File: src/rtl/fetch_unit.sv
// fetch_unit: instruction fetch FSM driving a synchronous one-cycle-latency RAM port.
// Optional halt-word detection is enabled with `define FETCH_HALT_DETECT_EN.
`default_nettype none

module fetch_unit #(
   parameter int ADDR_WIDTH = 8,
   parameter int INST_WIDTH = 16
) (
   input  logic                  Clk,
   input  logic                  Rst,
   input  logic                  Fetch_En,
   input  logic                  Branch_Take,
   input  logic [ADDR_WIDTH-1:0] Branch_Addr,
   input  logic [INST_WIDTH-1:0] Ram_Inst_Out,
   output logic                  Ram_Inst_Read,
   output logic [ADDR_WIDTH-1:0] Inst_Addr,
   output logic [INST_WIDTH-1:0] Inst_Out,
   output logic [ADDR_WIDTH-1:0] Inst_PC,
   output logic                  Inst_Valid,
   input  logic                  Inst_Ready,
   output logic                  Halted
);

`ifdef FETCH_HALT_DETECT_EN
   typedef enum logic [2:0] {
      S_IDLE = 3'd0,
      S_REQ  = 3'd1,
      S_WAIT = 3'd2,
      S_HOLD = 3'd3,
      S_HALT = 3'd4
   } state_t;
`else
   typedef enum logic [2:0] {
      S_IDLE = 3'd0,
      S_REQ  = 3'd1,
      S_WAIT = 3'd2,
      S_HOLD = 3'd3
   } state_t;
`endif

   state_t                state_q, state_d;
   logic [ADDR_WIDTH-1:0] pc_q, pc_d;
   logic [INST_WIDTH-1:0] inst_out_q, inst_out_d;
   logic [ADDR_WIDTH-1:0] inst_pc_q, inst_pc_d;
   logic                  accept;

   always_ff @(posedge Clk or posedge Rst) begin
      if (Rst) begin
         state_q    <= S_IDLE;
         pc_q       <= '0;
         inst_out_q <= '0;
         inst_pc_q  <= '0;
      end else begin
         state_q    <= state_d;
         pc_q       <= pc_d;
         inst_out_q <= inst_out_d;
         inst_pc_q  <= inst_pc_d;
      end
   end

   always_comb begin
      state_d    = state_q;
      pc_d       = pc_q;
      inst_out_d = inst_out_q;
      inst_pc_d  = inst_pc_q;
      accept     = (state_q == S_HOLD) && Inst_Ready;

      case (state_q)
         S_IDLE: begin
            if (Fetch_En) state_d = S_REQ;
         end
         S_REQ: begin
            state_d = S_WAIT;
         end
         S_WAIT: begin
            inst_out_d = Ram_Inst_Out;
            inst_pc_d  = pc_q;
            pc_d       = pc_q + ADDR_WIDTH'(1);
            state_d    = S_HOLD;
         end
         S_HOLD: begin
            if (accept) begin
`ifdef FETCH_HALT_DETECT_EN
               if (&inst_out_q) state_d = S_HALT;
               else             state_d = Fetch_En ? S_REQ : S_IDLE;
`else
               state_d = Fetch_En ? S_REQ : S_IDLE;
`endif
            end
         end
`ifdef FETCH_HALT_DETECT_EN
         S_HALT: begin
            state_d = S_HALT;
         end
`endif
         default: state_d = S_IDLE;
      endcase

      // A redirect overrides everything, including a capture still in flight.
      if (Branch_Take) begin
         pc_d       = Branch_Addr;
         inst_out_d = inst_out_q;
         inst_pc_d  = inst_pc_q;
         state_d    = Fetch_En ? S_REQ : S_IDLE;
      end
   end

   assign Ram_Inst_Read = (state_q == S_REQ);
   assign Inst_Addr     = pc_q;
   assign Inst_Out      = inst_out_q;
   assign Inst_PC       = inst_pc_q;
   assign Inst_Valid    = (state_q == S_HOLD);
`ifdef FETCH_HALT_DETECT_EN
   assign Halted        = (state_q == S_HALT);
`else
   assign Halted        = 1'b0;
`endif

endmodule

`default_nettype wire

File: config.mk
export PLATFORM = sky130hd
export DESIGN_NAME = fetch_unit
export DESIGN_NICKNAME = d
export VERILOG_FILES = /design/src/rtl/fetch_unit.sv
export SDC_FILE = /design/constraint.sdc
export NUM_CORES = 1
export LEC_CHECK = 0
export BUFFER_PORTS_ARGS = -buffer_cell sky130_fd_sc_hd__buf_2
export CAP_MARGIN = 20
export CORE_UTILIZATION = 30
export DETAILED_ROUTE_END_ITERATION = 8
export PLACE_DENSITY = 0.55
export SYNTH_ARGS = -nofsm -noshare
export SYNTH_HDL_FRONTEND = slang
export SYNTH_SLANG_ARGS = --single-unit
File: constraint.sdc
create_clock -name Clk -period 2.15 [get_ports Clk]
set_input_delay 0.215 -clock Clk [delete_from_list [all_inputs] [get_ports Clk]]
set_output_delay 0.215 -clock Clk [all_outputs]
set_load 0.02 [all_outputs]
### After elaboration in Yosys (flattened, before gate mapping)

Index checks and enable logic that the tools add are counted.

| word-level totals | value |
|---|---|
| flip-flop bits (word level) | 35 |
| bits of input ports | 29 |

| cells by class | value |
|---|---|
| reduce and logical (&&, ||, !) cells | 5 |
| add/sub/neg operators | 1 |
| mux-type cells | 7 |
| bitwise operators | 1 |
| eq/ne operators | 5 |

Operators with widths:

| kind | count |
|---|---|
| $mux W8 | 2 |
| $pmux W3 S4 | 1 |
| $mux W3 | 3 |
| $add A8 B1 Y8 const B | 1 |
| $eq A3 B2 Y1 const B | 2 |
| $reduce_and A2 Y1 | 2 |
| $eq A3 B1 Y1 const B | 1 |
| $logic_not A3 Y1 | 1 |
| $ne A3 B2 Y1 const B | 1 |
| $ne A3 B3 Y1 const B | 1 |
| $reduce_bool A2 Y1 | 1 |
| $logic_and A1 B1 Y1 | 1 |
| $mux W1 | 1 |
| $not A1 Y1 | 1 |

### Logic depth before layout (Yosys ltp)

Gate-level depths: netlist of run 1.

| logic depth | value |
|---|---|
| word-level depth | 5 |
| depth in mapped cells | 7 |

### Least setup slack after synthesis of run 1

No wires, ideal clock.

| path | value |
|---|---|
| kind | reg2reg |
| from | register state_q[0] |
| to | register inst_out_q[0], in the netlist Inst_Out[0] |
| arrival time | 1.423 ns |
| stages on the path, launching flop included | 8 |
| clock period less this slack | 1.548 ns |
| library setup time | 0.125 ns |
| path buffers | 3 |
| setup slack | 0.602 ns |
| path through | dfrtp_1 inv_1 ha_1 buf_6 nor2b_4 buf_6 buf_12 mux2_4 |

| between the ends | value |
|---|---|
| longest elaborated chain between the ends | 2 |

RTL lines:

| element | line | RTL |
|---|---|---|
| from (decl) | 41 | `state_t state_q, state_d;` |
| from (signal assigned) | 54 | `state_q <= state_d;` |
| $eq A3 B2 Y1 | 68 | `case (state_q)` |
| $reduce_and A2 Y1 (no line) | -- |  |
| to (signal assigned) | 56 | `inst_out_q <= inst_out_d;` |
| to (decl) | 43 | `logic [INST_WIDTH-1:0] inst_out_q, inst_out_d;` |

No other way between the ends.
A chain may end at the register's enable or synchronous reset.

### Worst setup path in the final report of run 1

Ends and elaborated chain as after synthesis.

==> results of run 1 <==
routing by layer:
metal,vias to the layer above,global-route usage (%),routed length (microns)
met5,-,0,0
met4,0,3.704,36
met3,6,4.762,270
met2,49,19.35,1383
met1,555,15.95,1521
li1,546,-,-
final cells by class:
cell class / instances / area, sq um / area share, %
Sequential cell: 34 / 850.8 / 40.77
Timing Repair Buffer: 66 / 355.3 / 17.03
Tap cell: 70 / 87.58 / 4.197
Inverter: 4 / 15.01 / 0.7194
Multi-Input combinational cell: 75 / 683.2 / 32.73
Clock buffer: 6 / 82.58 / 3.957
Clock inverter: 2 / 12.51 / 0.5995
through the flow:
step / total power [W] / hold WS [ns] / util (%) / instance area, sq um
2_1_floorplan: 0.001962 / 0.3223 / - / 1623
3_3_place_gp: 0.002307 / 0.2286 / 38.32 / 1982
3_5_place_dp: 0.002311 / 0.2427 / 38.32 / 1982
4_1_cts: 0.002820 / 0.1352 / 40.35 / 2087
5_1_grt: 0.002984 / 0.1342 / 40.35 / 2087
6_report: 0.002780 / 0.1439 / 40.35 / 2087
report_power, final:
| part | internal, W | total [W] | switching [W] |
|---|---|---|---|
| registers | 0.000899 | 0.00106 | 0.000164 |
| logic | 0.000604 | 0.00123 | 0.000629 |
| clock network | 0.000257 | 0.000484 | 0.000227 |
| total | 0.00176 | 0.00278 | 0.00102 |
critical path: stages (launching register included):
cell and delay [ns]:
sky130_fd_sc_hd__dfrtp_1 0.40, sky130_fd_sc_hd__inv_1 0.11, sky130_fd_sc_hd__ha_1 0.17, sky130_fd_sc_hd__nor2b_4 0.34
sky130_fd_sc_hd__buf_12 0.23, sky130_fd_sc_hd__mux2_4 0.31
path summary, 6_finish.rpt:
check	startpoint	slack, ns	cells past startpoint	to
min in group asynchronous	Rst	0.46	3	Inst_Out[8]$_DFFE_PP0P_
max in group asynchronous	Rst	1.03	4	Inst_Addr[7]$_DFFE_PP0P_
max reg2reg	state_q[0]$_DFFE_PP0P_	0.47	5	Inst_Out[0]$_DFFE_PP0P_
min reg2reg	Inst_Out[11]$_DFFE_PP0P_	0.50	1	Inst_Out[11]$_DFFE_PP0P_
max	state_q[0]$_DFFE_PP0P_	0.47	5	Inst_Out[0]$_DFFE_PP0P_
min	Branch_Addr[0]	0.14	3	Inst_Addr[0]$_DFFE_PP0P_
cell families (layout without fill, tap and decap cells):
group                    count (synthesis)  after routing  synth area share [%]
flip-flops                              34             34                 52.43
multiplexers                            25             25                 21.90
AND/OR/NAND/NOR                         25             25                 8.789
AO/OA/AOI/OAI                           15             15                 5.166
buffers and inverters                   10             78                 5.474
adder cells (fa/ha/maj)                  5              5                 3.855
XOR/XNOR                                 4              4                 2.159
other                                    1              1                0.2311
flip-flops by register name, summed over array words and instances, names as in the netlist:
| signal | cells |
|---|---|
| Inst_PC | 8 |
| Inst_Out | 16 |
| state_q | 2 |
| Inst_Addr | 8 |
cells in the mapped netlist (3+ instances only):
cell type                 count  area [sq um]
sky130_fd_sc_hd__dfrtp_1     34         850.8
sky130_fd_sc_hd__mux2_4      20         300.3
sky130_fd_sc_hd__o21ai_0     10         50.05
sky130_fd_sc_hd__nand2_1      8         30.03
sky130_fd_sc_hd__ha_1         5         62.56
sky130_fd_sc_hd__inv_1        4         15.01
sky130_fd_sc_hd__mux2_2       4         45.04
sky130_fd_sc_hd__or3_1        4         25.02
sky130_fd_sc_hd__a31oi_1      3         18.77
sky130_fd_sc_hd__nand4_1      3         18.77
sky130_fd_sc_hd__nor2_1       3         11.26
sky130_fd_sc_hd__xor2_1       3         26.28
==> metrics.txt, run 1 <==
status finished clean; worst-path fanout max 16; crit path DAT 1.85 ns; number of hold violations in the final report 0; Mapped Cells 119; count of nets left with antenna violations after detail routing 0; CTS resizes 0; RSZ-0062 raised after global routing no; final cell count without fillers ~260; I/O pins 64; fraction of the yosys area taken by sequential cells 52.43%; worst-case setup margin in the final layout 0.4657 ns; Std-Cell Rows 26; Setup CP Type flip-flop to flip-flop; DIE AREA 5708 sq um; timing-limited maximum frequency 593.7 MHz; dpl cells 248; root buffer selected by CTS sky130_fd_sc_hd__clkbuf_8; wire length of the first global-routing pass 5.264 mm; synth-to-layout area growth 28.60%; Routed WL 3.213 mm; worst supply voltage drop on vdd 417.9 uV; number of buffers added by the clock tree synthesis step 5; hold buffer count at cts 1; Synth Net Count between 150 and 200; number of nets in the final layout 220; commonest non-fill, non-tap cell in the layout sky130_fd_sc_hd__buf_2; number of violations of the max-capacitance limit 0; routed via count divided by cell count 4.498; filler cell count 514; warnings from Yosys 0; clock latency on the worst-skew pair 0.28 ns; CTS tree done; Final Slew Violations 0; total number of vias 1,156; estimated wirelength of the detail-placed design 2.405 mm; minimum period implied by the final worst setup slack 1.684 ns; final routed wire length divided by cell count roughly 13 microns; power per cell area 1332 nW/um^2; cell area after synthesis between 1500 and 2000 sq um; Post-synth EDFFs 0; port buffer count 62; total overflow reported by the global router 0; clock input transition at the sequential cells of the worst setup and hold paths 0.07 ns; kind of capture point of the worst setup path flip-flop; post-synthesis cell type count 26; share of cells above drive strength 1 52.94%; leakage power total 1.020 nW; type of the tightest min-delay check input port to flip-flop; number of sinks driven by the clock tree 34; Post-Route Skew 0.004344 ns; weighted congestion reported at the end of routability-driven placement 0.8027; iteration count of the initial detailed-routing pass 4; CP startpoint kind flip-flop; share of synthesized flip-flops with an asynchronous set or reset 100.0%; setup fix buffers added after clock tree synthesis 0; most used flip-flop cell after synthesis sky130_fd_sc_hd__dfrtp_1; Starting Density 31.37%; post-route setup TNS 0 ns; height of the die between 70 and 80 microns; number of register bits inferred by synthesis 34; mean instance size in the synthesized netlist 13.64 sq um; largest net degree at the start of global routing 24; Core Box Area 5172 sq um; top library cells by usage in the layout, fill and taps aside sky130_fd_sc_hd__buf_2 (62), sky130_fd_sc_hd__dfrtp_1 (34), sky130_fd_sc_hd__mux2_4 (20), sky130_fd_sc_hd__o21ai_0 (10), sky130_fd_sc_hd__nand2_1 (8); die width between 70 and 80 microns; deepest clock path buffer count 2; detailed router's first-iteration violation count 28; H-tree Lvls 2; setup violators final 0; DRC violations left 0; post-placement setup slack 0.4740 ns; vias in the first global route about 1,100; post-route clock period utilization a little under 80%; global router's overall resource usage between 10% and 20%; # diodes 0; number of antenna violations at the first check in global routing 0; data required time of the worst path 2.32 ns
Power figures use the tool's default switching activity.
==> inputs of run 2 (changes only) <==
clock period = 1.6 ns   (was 2.15 ns; I/O delays follow)
==> run 2 against run 1 <==
Effect of this change: clock skew barely moved; global-route usage rose by 0.30 points; non-clock buffer count rose by 8; clock power rose by 110%; final cell count rose by 3.1%; routed wire length rose by 9.8%; critical path depth did not move; first-iteration DRC count rose by 43%; die area did not move; sequential power rose by 34%; sequential share of layout area fell by 2.8 points.
==> metrics.txt, run 2 (same netlist as run 1, synthesis figures left out) <==
cell type of the slowest stage on the worst timing path sky130_fd_sc_hd__dfrtp_1; number of buffers added by the clock tree synthesis step 5; global router's overall resource usage 12.68%; endpoint of the worst-slack reg-to-reg timing path Inst_Out[8]$_DFFE_PP0P_; largest net degree at the start of global routing 35; timing-limited maximum frequency 638.1 MHz; top library cells by usage in the layout, fill and taps aside sky130_fd_sc_hd__buf_2 (62), sky130_fd_sc_hd__dfrtp_1 (33), sky130_fd_sc_hd__mux2_4 (20), sky130_fd_sc_hd__o21ai_0 (10), sky130_fd_sc_hd__nand2_1 (8); routed via count divided by cell count 4.385; count of nets left with antenna violations after detail routing 0; vias in the first global route between 1,000 and 1,500; kind of capture point of the worst setup path flip-flop; weighted congestion reported at the end of routability-driven placement 0.7181; cell internal power dissipation around 0.0028 W; Final Slew Violations 0; Setup CP Type flip-flop to flip-flop; minimum period implied by the final worst setup slack 1.567 ns; DIE AREA 5708 sq um; Std-Cell Rows 26; type of the tightest min-delay check input port to flip-flop; utilization after layout a little over two fifths; Starting Density 31.37%; number of violations of the max-capacitance limit 0; deepest clock path buffer count 2; DRC violations left 0; setup slack, reg-to-reg ~0.033 ns; net switching power 0.001436 W; clock latency on the worst-skew pair 0.29 ns; height of the die 75.55 microns; number of antenna violations at the first check in global routing 0; commonest non-fill, non-tap cell in the layout sky130_fd_sc_hd__buf_2; share of cells above drive strength 1 56.41%; die width 75.55 microns; wire length of the first global-routing pass approximately 5.2 mm; worst stage delay on the critical path ~0.4 ns; number of nets in the final layout 228; worst-path fanout max 6; cell area after placement 2004 sq um; clock share of power between 20% and 30%; setup violators final 0; # diodes 0; data required time of the worst path around 1.8 ns; leakage power total 1.094 nW; reg-to-reg startpoint state_q[0]$_DFFE_PP0P_; crit path DAT 1.75 ns; post-route clock period utilization 97.95%; hold-critical path endpoint Inst_Addr[4]$_DFFE_PP0P_; worst-case setup margin in the final layout between 0.03 and 0.04 ns; met2 Resource Use GR between 15 and 20%; power per cell area 1875 nW/um^2; I/O pins 64; post-placement setup slack around 0.013 ns; cells on worst reg2reg path 5; sequential fraction of design power between 30% and 40%; CP startpoint kind flip-flop; synth-to-layout area growth 38.47%; Core Box Area approximately 5200 sq um; post-route standard cell area excluding fillers 2247 sq um; cell breakdown of the critical path inv_2, ha_4, nor2b_4, clkbuf_16, mux2_4; launch point of the worst hold path Branch_Addr[4]; flip-flop count of the largest register, all copies and words added 16; Comb power frac roughly 43%; number of sinks driven by the clock tree 34; Top Usage Layer GRT met2; met3 track demand over resource in global routing 3.571%; worst supply voltage drop on vdd approximately 860 uV; CTS tree done; detailed router's first-iteration violation count 40; Worst Hold Depth 3; final routed wire length divided by cell count 13.31 microns; total number of vias 1,162; port buffer count 62; RSZ-0062 raised after global routing yes; Post-Route Skew about 0.0045 ns; estimated wirelength of the detail-placed design between 2 and 2.5 mm; total overflow reported by the global router 0; switching share of total power 34.07%; H-tree Lvls 2; number of hold violations in the final report 0; met1 capacity usage during global routing 16.67%; root buffer selected by CTS sky130_fd_sc_hd__clkbuf_8; Routed WL 3.528 mm; status finished clean; clock input transition at the sequential cells of the worst setup and hold paths approximately 0.07 ns; iteration count of the initial detailed-routing pass 4
## run 2: worst max-delay path, delay by kind of cell (launching register included)
family | cells | cell delay [ns]
mux | 1 | 0.30
simple gates | 1 | 0.28
flops | 1 | 0.41
buf+inv | 2 | 0.31
fa+ha+maj | 1 | 0.15
## run 2: metal layers
layer	part of all wire, %	wire length (microns)	vias to the layer above
met5	0	0	-
met4	2.0	70	0
met3	6.5	231	7
met2	43	1502	47
met1	49	1724	541
li1	-	-	567
## run 2: worst max-delay path by stage
stage                                start                       end  slack (ns)  depth (start not counted)
floorplan           state_q[0]$_DFFE_PP0P_   Inst_Out[0]$_DFFE_PP0P_        0.05                          7
global placement    state_q[0]$_DFFE_PP0P_  Inst_Out[13]$_DFFE_PP0P_        0.06                          5
detailed placement  state_q[0]$_DFFE_PP0P_  Inst_Out[11]$_DFFE_PP0P_        0.01                          5
CTS                 state_q[0]$_DFFE_PP0P_  Inst_Out[11]$_DFFE_PP0P_       0.005                          5
global route        state_q[0]$_DFFE_PP0P_    Inst_PC[6]$_DFFE_PP0P_       -0.05                          5
finish              state_q[0]$_DFFE_PP0P_   Inst_Out[8]$_DFFE_PP0P_        0.03                          5
## run 2: final cells by class
cell class | instances | area (sq um)
Clock inverter | 2 | 60.06
Inverter | 4 | 15.01
Timing Repair Buffer | 74 | 454.2
Clock buffer | 6 | 82.58
Sequential cell | 34 | 852.1
Multi-Input combinational cell | 75 | 695.7
Fill cell | 479 | 2925
Tap cell | 70 | 87.58
## run 2: per-stage QoR
stage / TNS [ns] / total power (W) / instances / hold slack [ns]
floorplan: 0 / 0.002637 / 119 / 0.2673
global placement: 0 / 0.003122 / 251 / 0.2812
detailed placement: 0 / 0.003138 / 251 / 0.2874
CTS: 0 / 0.004152 / 260 / 0.06919
global route: -0.7492 / 0.004481 / 265 / 0.08196
finish: 0 / 0.004214 / 265 / 0.07459
## run 2: power by group through the flow
stage                     registers (W)  clock network (W)  logic [W]
after floorplan                 0.00183                  0   0.000803
after global placement          0.00142                  0    0.00170
after detailed placement        0.00142                  0    0.00171
after CTS                       0.00141            0.00101    0.00173
after global routing            0.00147            0.00106    0.00196
final                           0.00142           0.000998    0.00180
## run 2: repair_timing
item | CTS | global route
gates cloned | 0 | 3
resized for setup | 1 | 3
setup buffers | 0 | 2
hold buffers | 1 | 0
endpoints found under the setup margin | 4 | 27
endpoints found under the hold margin | 34 | 0
